`config.mk`:
```
export PLATFORM = sky130hd
export DESIGN_NAME = baud_autodetect_flat
export DESIGN_NICKNAME = d
export VERILOG_FILES = /design/src/rtl/baud_autodetect_if.sv /design/src/rtl/baud_autodetect.sv /design/src/flat_wrapper.sv
export SDC_FILE = /design/constraint.sdc
export NUM_CORES = 1
export LEC_CHECK = 0
export BUFFER_PORTS_ARGS = -buffer_cell sky130_fd_sc_hd__buf_4
export CORE_MARGIN = 3
export CORE_UTILIZATION = 30
export DETAILED_ROUTE_END_ITERATION = 8
export GPL_TIMING_DRIVEN = 1
export PLACE_DENSITY_LB_ADDON = 0.1
export SKIP_CTS_REPAIR_TIMING = 1
export SLEW_MARGIN = 25
export SYNTH_ARGS = -nofsm -noshare
export SYNTH_HDL_FRONTEND = slang
export SYNTH_SLANG_ARGS = --single-unit
```
`constraint.sdc`:
```
create_clock -name clk -period 3.7 [get_ports clk]
set_clock_uncertainty 0.05 [all_clocks]
set_input_delay 0.555 -clock clk [delete_from_list [all_inputs] [get_ports clk]]
set_output_delay 0.555 -clock clk [all_outputs]
set_load 0.01 [all_outputs]
```
`src/rtl/baud_autodetect_if.sv`:
```
`default_nettype none
// ============================================================================
//  Module      : baud_autodetect_if
//  Description : Register-side bundle of the baud auto-detector. It carries
//                the raw rx line, the CPU control pulses and write data, and
//                the dvsr/status results.
//                master : register interface / CPU side (drives the controls)
//                slave  : baud_autodetect (drives dvsr and status)
//  Revision    : 1.0  initial release
// ============================================================================
interface baud_autodetect_if;
    logic        rx;        // raw serial input, asynchronous to clk
    logic        start;     // arm detection (1-cycle pulse)
    logic        abort;     // cancel detection (1-cycle pulse)
    logic        wr_dvsr;   // load cpu_dvsr into dvsr (1-cycle pulse)
    logic [10:0] cpu_dvsr;  // CPU write data
    logic [10:0] dvsr;      // divisor to the baud generator
    logic        busy;      // detection in progress
    logic        done;      // sticky: last detection succeeded
    logic        err;       // sticky: last detection failed

    modport master (
        output rx, start, abort, wr_dvsr, cpu_dvsr,
        input  dvsr, busy, done, err
    );

    modport slave (
        input  rx, start, abort, wr_dvsr, cpu_dvsr,
        output dvsr, busy, done, err
    );
endinterface
`default_nettype wire

```
`src/rtl/baud_autodetect.sv`:
```
`default_nettype none
// ============================================================================
//  Module      : baud_autodetect
//  Description : Owns the 11-bit dvsr word of the UART baud generator. The
//                CPU can write it directly, or request a measurement from an
//                incoming 0x55 sync character on rx:
//                  dvsr = round(8-bit-time cycle count / 128) - 1
//  Ports       : clk      - system clock, rising edge
//                reset_n  - asynchronous active-low reset
//                bus      - baud_autodetect_if.slave
//                           (rx, start, abort, wr_dvsr, cpu_dvsr in;
//                            dvsr, busy, done, err out)
//  Revision    : 1.0  initial release
// ============================================================================
module baud_autodetect #(
    parameter logic [10:0] DEFAULT_DVSR = 11'd650,
    parameter int          IDLE_CYC     = 1024,
    parameter int          CNT_W        = 19
) (
    input  logic                clk,
    input  logic                reset_n,
    baud_autodetect_if.slave    bus
);

    localparam int IDLE_W = $clog2(IDLE_CYC + 1);

    localparam logic [2:0] S_IDLE      = 3'd0;
    localparam logic [2:0] S_WAIT_IDLE = 3'd1;
    localparam logic [2:0] S_WAIT_FALL = 3'd2;
    localparam logic [2:0] S_MEASURE   = 3'd3;
    localparam logic [2:0] S_CALC      = 3'd4;
    localparam logic [2:0] S_ERR       = 3'd5;

    localparam logic [CNT_W-1:0]  C_CNT_MAX   = {CNT_W{1'b1}};
    localparam logic [CNT_W:0]    C_ROUND     = (CNT_W+1)'(64);
    localparam logic [CNT_W:0]    C_Q_MIN     = (CNT_W+1)'(2);
    localparam logic [CNT_W:0]    C_Q_MAX     = (CNT_W+1)'(2048);
    localparam logic [IDLE_W-1:0] C_IDLE_LAST = IDLE_W'(IDLE_CYC - 1);

    // ------------------------------------------------------------------
    // Registers
    // ------------------------------------------------------------------
    logic [2:0]        state_q, state_d;
    logic              rx_s1_q, rx_s2_q, rx_prev_q;
    logic [IDLE_W-1:0] idle_q, idle_d;
    logic [CNT_W-1:0]  cnt_q, cnt_d;
    logic [1:0]        falls_q, falls_d;
    logic [10:0]       dvsr_q, dvsr_d;
    logic              done_q, done_d;
    logic              err_q, err_d;

    // ------------------------------------------------------------------
    // Combinational helpers
    // ------------------------------------------------------------------
    logic              rx_s;
    logic              fall;
    logic              start_ok;
    logic              cancel;
    logic              last_fall;
    logic [CNT_W:0]    q_sum;
    logic [CNT_W:0]    q;
    logic              q_bad;

    assign rx_s     = rx_s2_q;
    // Both edges see the same synchronizer delay, so the period is exact.
    assign fall     = rx_prev_q & ~rx_s2_q;
    // abort wins over a simultaneous start while idle
    assign start_ok = bus.start & ~bus.abort;
    // A CPU write during detection cancels it exactly like abort.
    assign cancel   = (state_q != S_IDLE) & (bus.abort | bus.wr_dvsr);
    // 0x55 LSB-first falls at start, b1, b3, b5, b7: b7 is the 4th further one.
    assign last_fall = fall & (falls_q == 2'd3);

    // Evaluated one bit wider than the counter so +64 never wraps.
    assign q_sum = {1'b0, cnt_q} + C_ROUND;
    assign q     = q_sum >> 7;
    assign q_bad = (q < C_Q_MIN) | (q > C_Q_MAX);

    // ------------------------------------------------------------------
    // FSM: state register
    // ------------------------------------------------------------------
    always_ff @(posedge clk or negedge reset_n) begin
        if (!reset_n) begin
            state_q <= S_IDLE;
        end else begin
            state_q <= state_d;
        end
    end

    // ------------------------------------------------------------------
    // FSM: next-state logic
    // ------------------------------------------------------------------
    always_comb begin
        state_d = state_q;
        case (state_q)
            S_IDLE:      if (start_ok) state_d = S_WAIT_IDLE;
            S_WAIT_IDLE: if (rx_s && (idle_q == C_IDLE_LAST)) state_d = S_WAIT_FALL;
            S_WAIT_FALL: if (fall) state_d = S_MEASURE;
            S_MEASURE: begin
                if (last_fall)               state_d = S_CALC;
                else if (cnt_q == C_CNT_MAX) state_d = S_ERR;
            end
            S_CALC:      state_d = q_bad ? S_ERR : S_IDLE;
            S_ERR:       state_d = S_IDLE;
            default:     state_d = S_IDLE;
        endcase
        if (cancel) state_d = S_IDLE;
    end

    // ------------------------------------------------------------------
    // FSM: output / datapath logic
    // ------------------------------------------------------------------
    always_comb begin
        idle_d  = idle_q;
        cnt_d   = cnt_q;
        falls_d = falls_q;
        dvsr_d  = dvsr_q;
        done_d  = done_q;
        err_d   = err_q;
        case (state_q)
            S_IDLE: begin
                if (start_ok) begin
                    done_d = 1'b0;
                    err_d  = 1'b0;
                    idle_d = '0;
                end
            end
            S_WAIT_IDLE: begin
                idle_d = rx_s ? (idle_q + IDLE_W'(1)) : '0;
            end
            S_WAIT_FALL: begin
                if (fall) begin
                    cnt_d   = CNT_W'(1);
                    falls_d = 2'd0;
                end
            end
            S_MEASURE: begin
                // The count freezes on the final edge so CALC sees 8 bit times.
                if (!last_fall && (cnt_q != C_CNT_MAX)) cnt_d = cnt_q + CNT_W'(1);
                if (fall && !last_fall) falls_d = falls_q + 2'd1;
            end
            S_CALC: begin
                if (!q_bad) begin
                    dvsr_d = q[10:0] - 11'd1;
                    done_d = 1'b1;
                end
            end
            S_ERR: begin
                err_d = 1'b1;
            end
            default: ;
        endcase
        // A cancelled detection leaves the visible results untouched.
        if (cancel) begin
            dvsr_d = dvsr_q;
            done_d = done_q;
            err_d  = err_q;
        end
        if (bus.wr_dvsr) dvsr_d = bus.cpu_dvsr;
    end

    // ------------------------------------------------------------------
    // Datapath registers and rx synchronizer (idles high)
    // ------------------------------------------------------------------
    always_ff @(posedge clk or negedge reset_n) begin
        if (!reset_n) begin
            rx_s1_q   <= 1'b1;
            rx_s2_q   <= 1'b1;
            rx_prev_q <= 1'b1;
            idle_q    <= '0;
            cnt_q     <= '0;
            falls_q   <= '0;
            dvsr_q    <= DEFAULT_DVSR;
            done_q    <= 1'b0;
            err_q     <= 1'b0;
        end else begin
            rx_s1_q   <= bus.rx;
            rx_s2_q   <= rx_s1_q;
            rx_prev_q <= rx_s2_q;
            idle_q    <= idle_d;
            cnt_q     <= cnt_d;
            falls_q   <= falls_d;
            dvsr_q    <= dvsr_d;
            done_q    <= done_d;
            err_q     <= err_d;
        end
    end

    assign bus.dvsr = dvsr_q;
    assign bus.busy = (state_q != S_IDLE);
    assign bus.done = done_q;
    assign bus.err  = err_q;

endmodule
`default_nettype wire

```
`src/flat_wrapper.sv`:
```
// flat-port wrapper written by rule: the top's interface ports become plain ports
module baud_autodetect_flat 
#(
    parameter logic [10:0] DEFAULT_DVSR = 11'd650,
    parameter int          IDLE_CYC     = 1024,
    parameter int          CNT_W        = 19
)
  (clk, reset_n, bus_rx, bus_start, bus_abort, bus_wr_dvsr, bus_cpu_dvsr, bus_dvsr, bus_busy, bus_done, bus_err);
  baud_autodetect_if bus_i ();
  input  logic clk;
  input  logic reset_n;
  input wire logic [$bits(bus_i.rx)-1:0] bus_rx;
  input wire logic [$bits(bus_i.start)-1:0] bus_start;
  input wire logic [$bits(bus_i.abort)-1:0] bus_abort;
  input wire logic [$bits(bus_i.wr_dvsr)-1:0] bus_wr_dvsr;
  input wire logic [$bits(bus_i.cpu_dvsr)-1:0] bus_cpu_dvsr;
  output wire logic [$bits(bus_i.dvsr)-1:0] bus_dvsr;
  output wire logic [$bits(bus_i.busy)-1:0] bus_busy;
  output wire logic [$bits(bus_i.done)-1:0] bus_done;
  output wire logic [$bits(bus_i.err)-1:0] bus_err;
  assign bus_i.rx = bus_rx;
  assign bus_i.start = bus_start;
  assign bus_i.abort = bus_abort;
  assign bus_i.wr_dvsr = bus_wr_dvsr;
  assign bus_i.cpu_dvsr = bus_cpu_dvsr;
  assign bus_dvsr = bus_i.dvsr;
  assign bus_busy = bus_i.busy;
  assign bus_done = bus_i.done;
  assign bus_err = bus_i.err;
  baud_autodetect #(.DEFAULT_DVSR(DEFAULT_DVSR), .IDLE_CYC(IDLE_CYC), .CNT_W(CNT_W)) u_core (.clk(clk), .reset_n(reset_n), .bus(bus_i));
endmodule
```
==> impl_metrics.xml <==
<?xml version="1.0" encoding="UTF-8"?>
<metrics>
  <group name="finish">
    <metric name="mostFrequentLayoutCell" unit="">sky130_fd_sc_hd__dfrtp_1</metric>
    <metric name="layout-area-overhead-vs-synth" unit="%">12.4</metric>
    <metric name="final_cell_count_no_fill" unit="">493</metric>
    <metric name="layout.cells.most_common_list" unit="">sky130_fd_sc_hd__dfrtp_1, sky130_fd_sc_hd__nand2_1, sky130_fd_sc_hd__nor2_1</metric>
    <metric name="layout-drive-gt1-share" unit="%">17.8</metric>
    <metric name="sequential_cell_area" unit="sq um">1280</metric>
    <metric name="layout.nets" unit="">381</metric>
    <metric name="finish.instance_area" unit="sq um">3460</metric>
    <metric name="n_fill_cell" unit="">1008</metric>
    <metric name="final_util" unit="%">35.0</metric>
    <metric name="multiInputGateArea" unit="sq um">1620</metric>
    <metric name="antennaDiodeCount" unit="">0</metric>
  </group>
  <group name="placed_design">
    <metric name="post_dp_cell_area" unit="sq um">3370</metric>
    <metric name="pre_cts_slack" unit="ns">0.649</metric>
    <metric name="placement.io_buffers" unit="">30</metric>
    <metric name="place_inst" unit="">485</metric>
    <metric name="routabilityCongestion" unit="">0.768</metric>
    <metric name="dpl.hpwl" unit="mm">4.89</metric>
  </group>
  <group name="clock_tree">
    <metric name="max-clock-path-buffers" unit="">2</metric>
    <metric name="cts_tree" unit="">built</metric>
    <metric name="clock-sinks" unit="">51</metric>
    <metric name="clk_pin_slew_worst_paths" unit="ns">0.10</metric>
    <metric name="clockRootBuffer" unit="">sky130_fd_sc_hd__clkbuf_8</metric>
    <metric name="insertion_delay" unit="ns">0.31</metric>
    <metric name="htreeDepth" unit="">2</metric>
    <metric name="tritoncts.num_buffers" unit="">5</metric>
  </group>
  <group name="floorplan">
    <metric name="die_area" unit="sq um">11500</metric>
    <metric name="initial_core_util" unit="%">31.2</metric>
    <metric name="floorplan.die.width" unit="microns">107</metric>
    <metric name="ios" unit="">31</metric>
    <metric name="num_rows" unit="">36</metric>
    <metric name="die_h" unit="microns">107</metric>
    <metric name="core_region_area" unit="sq um">9860</metric>
  </group>
  <group name="power_and_ir_drop">
    <metric name="power-per-cell-area" unit="nW/um^2">315</metric>
    <metric name="finalPower" unit="mW">1.09</metric>
    <metric name="ir_worst_vdd" unit="mV">0.165</metric>
    <metric name="power.leakage" unit="nW">1.56</metric>
  </group>
  <group name="sta">
    <metric name="worst_slew_pin_slew" unit="ns">0.668</metric>
    <metric name="setup_repair_after_global_routing_missed_its_margin" unit="">false</metric>
    <metric name="period_utilisation_layout" unit="%">81.5</metric>
    <metric name="timing.fmax" unit="GHz">0.331</metric>
    <metric name="finalSetupViolations" unit="">0</metric>
    <metric name="final_hold_viol_count" unit="">0</metric>
    <metric name="final_max_slew_viol_count" unit="">0</metric>
    <metric name="setup_tns" unit="ns">0</metric>
    <metric name="hold_slack" unit="ns">0.224</metric>
    <metric name="layout_min_cycle_time" unit="ns">3.02</metric>
    <metric name="max_slew_margin" unit="%">55.3</metric>
    <metric name="final_critical_path_setup_slack" unit="ns">0.683</metric>
  </group>
  <group name="detailed_routing">
    <metric name="via_count" unit="">2459</metric>
    <metric name="route.detailed.vias_per_inst" unit="">4.99</metric>
    <metric name="routed_wire_length_per_instance" unit="microns">13.9</metric>
    <metric name="wl_met2" unit="mm">2.84</metric>
    <metric name="firstDrtPassIters" unit="">5</metric>
    <metric name="met3_wirelength" unit="microns">275</metric>
    <metric name="maxUsedRoutingLayer" unit="">met4</metric>
    <metric name="finalWirelength" unit="mm">6.85</metric>
    <metric name="route.antenna.remaining_nets" unit="">0</metric>
    <metric name="route.layer.met1.wl" unit="mm">3.66</metric>
    <metric name="dr.first_iter.drc_count" unit="">172</metric>
    <metric name="remaining_drc_errors" unit="">0</metric>
  </group>
  <group name="worst_setup_path">
    <metric name="timing.critical_path.from" unit="">u_core.cnt_q[6]</metric>
    <metric name="regToRegSetupSlack" unit="ns">0.68</metric>
    <metric name="timing.rr.end" unit="">u_core.bus.dvsr[0]</metric>
    <metric name="setup.worst_path.start_class" unit="">register</metric>
    <metric name="worst_setup_path_endpoint" unit="">u_core.bus.dvsr[0]</metric>
    <metric name="timing.reg2reg.worst_path_depth" unit="">8</metric>
    <metric name="critical_path.max_fanout" unit="">11</metric>
    <metric name="cp.required" unit="ns">3.84</metric>
    <metric name="reg2reg_from" unit="">u_core.cnt_q[6]</metric>
    <metric name="worst_ep_arrival_time" unit="ns">3.16</metric>
    <metric name="critPathCaptureType" unit="">register</metric>
    <metric name="timing.setup.critical_path_class" unit="">reg -&gt; reg</metric>
  </group>
  <group name="yosys">
    <metric name="synthDominantAreaCellType" unit="">sky130_fd_sc_hd__dfrtp_1</metric>
    <metric name="post_synth_inst_count" unit="">338</metric>
    <metric name="yosysWarnings" unit="">0</metric>
    <metric name="syn_area" unit="sq um">3080</metric>
    <metric name="post_synth.cell_area_avg" unit="sq um">9.10</metric>
    <metric name="synth_seq_cells" unit="">51</metric>
    <metric name="yosysUniqueCellTypes" unit="">56</metric>
    <metric name="synth_fp_nets" unit="">360</metric>
    <metric name="synth_top_area_share" unit="%">35.8</metric>
    <metric name="synth.yosys.seq_area_share" unit="%">41.8</metric>
    <metric name="ys_top_cells_by_area" unit="">sky130_fd_sc_hd__dfrtp_1, sky130_fd_sc_hd__dfstp_2, sky130_fd_sc_hd__xor2_1</metric>
  </group>
  <group name="global_route">
    <metric name="grt.total_usage" unit="%">12.3</metric>
    <metric name="number_of_global_route_vias_before_repair" unit="">2352</metric>
    <metric name="first_pass_grt_wire_length" unit="mm">11.7</metric>
    <metric name="antenna_found_initial" unit="">0</metric>
    <metric name="globalRouteOverflowTotal" unit="">0</metric>
    <metric name="grt_max_degree" unit="">52</metric>
  </group>
  <group name="outcome">
    <metric name="status" unit="">finished, final reports clean</metric>
  </group>
  <group name="worst_hold_path">
    <metric name="holdCritPathClass" unit="">in -&gt; async</metric>
  </group>
  <group name="run">
    <metric name="max-cap-violations" unit="">0</metric>
  </group>
</metrics>
how the worst min path moves through the flow:
stage / start / to / slack (ns) / depth (start not counted)
5_1_grt: reset_n / u_core.idle_q[9] / 0.27 / 1
3_5_place_dp: u_core.rx_s1_q / u_core.rx_s / 0.30 / 0
2_1_floorplan: reset_n / u_core.bus.done / 0.21 / 0
4_1_cts: reset_n / u_core.idle_q[9] / 0.24 / 1
6_report: reset_n / u_core.falls_q[0] / 0.22 / 1
3_3_place_gp: u_core.rx_s1_q / u_core.rx_s / 0.30 / 0
registers in the layout, summed over array words and instances (netlist names):
register and cells:
u_core.bus.done 1, u_core.bus.dvsr 11, u_core.bus.err 1, u_core.cnt_q 19
u_core.falls_q 2, u_core.idle_q 11, u_core.rx_prev_q 1, u_core.rx_s 1
u_core.rx_s1_q 1, u_core.state_q 3
layout make-up:
| cell class | instances | share of cell area, % |
|---|---|---|
| inverter | 14 | 1.52 |
| clock inverter | 2 | 0.507 |
| tap | 133 | 4.81 |
| timing repair buffer | 32 | 6.95 |
| multi-input combinational | 255 | 46.9 |
| sequential | 51 | 37.2 |
| clock buffer | 6 | 2.10 |
where the power goes:
part / leakage [nW] / internal [mW] / switching, mW
Combinational: 0.847 / 0.0643 / 0.0748
Clock: 0.0454 / 0.136 / 0.196
Sequential: 0.665 / 0.591 / 0.0274
Total: 1.56 / 0.791 / 0.298
critical path: stages (launching register included):
cell                       delay [ns]
sky130_fd_sc_hd__dfrtp_1         0.45
sky130_fd_sc_hd__ha_1            0.29
sky130_fd_sc_hd__and3_1          0.31
sky130_fd_sc_hd__and4_4          0.23
sky130_fd_sc_hd__o311ai_2        0.35
sky130_fd_sc_hd__nor3_2          0.12
sky130_fd_sc_hd__or2_1           0.24
sky130_fd_sc_hd__a41oi_2         0.48
sky130_fd_sc_hd__mux2_2          0.40
cell usage after synthesis, drive strengths merged:
cell type / n
a211oi: 1
a21bo: 1
a21o: 6
a21oi: 6
a221o: 3
a222oi: 5
a22o: 1
a22oi: 1
a311oi: 3
a31oi: 5
a41oi: 2
and2: 5
and2b: 1
and3: 11
and4: 5
buf: 10
clkbuf: 8
dfrtp: 44
dfstp: 7
ha: 5
inv: 14
mux2: 3
mux2i: 3
nand2: 35
nand2b: 1
nand3: 14
nand4: 6
nor2: 34
nor2b: 2
nor3: 9
nor3b: 1
nor4: 5
nor4b: 2
o211a: 1
o21a: 2
o21ai: 29
o221ai: 1
o22ai: 1
o311ai: 1
o31ai: 2
o41ai: 1
or2: 7
or3: 2
xnor2: 13
xor2: 19
kinds of logic after synthesis:
family	share of synthesized area, %
multiplexers	2.07
AND/OR/NAND/NOR	23.1
flip-flops	41.8
XOR/XNOR	9.11
adder cells (fa/ha/maj)	2.03
AO/OA/AOI/OAI	16.4
buffers and inverters	5.49
metal layers:
| layer | vias to the layer above | track usage [%] |
|---|---|---|
| li1 | 1238 | - |
| met1 | 1170 | 18.6 |
| met2 | 46 | 18.1 |
| met3 | 5 | 2.34 |
| met4 | 0 | 3.01 |
| met5 | - | 0 |
No activity file was read; power rests on OpenSTA's default activity.
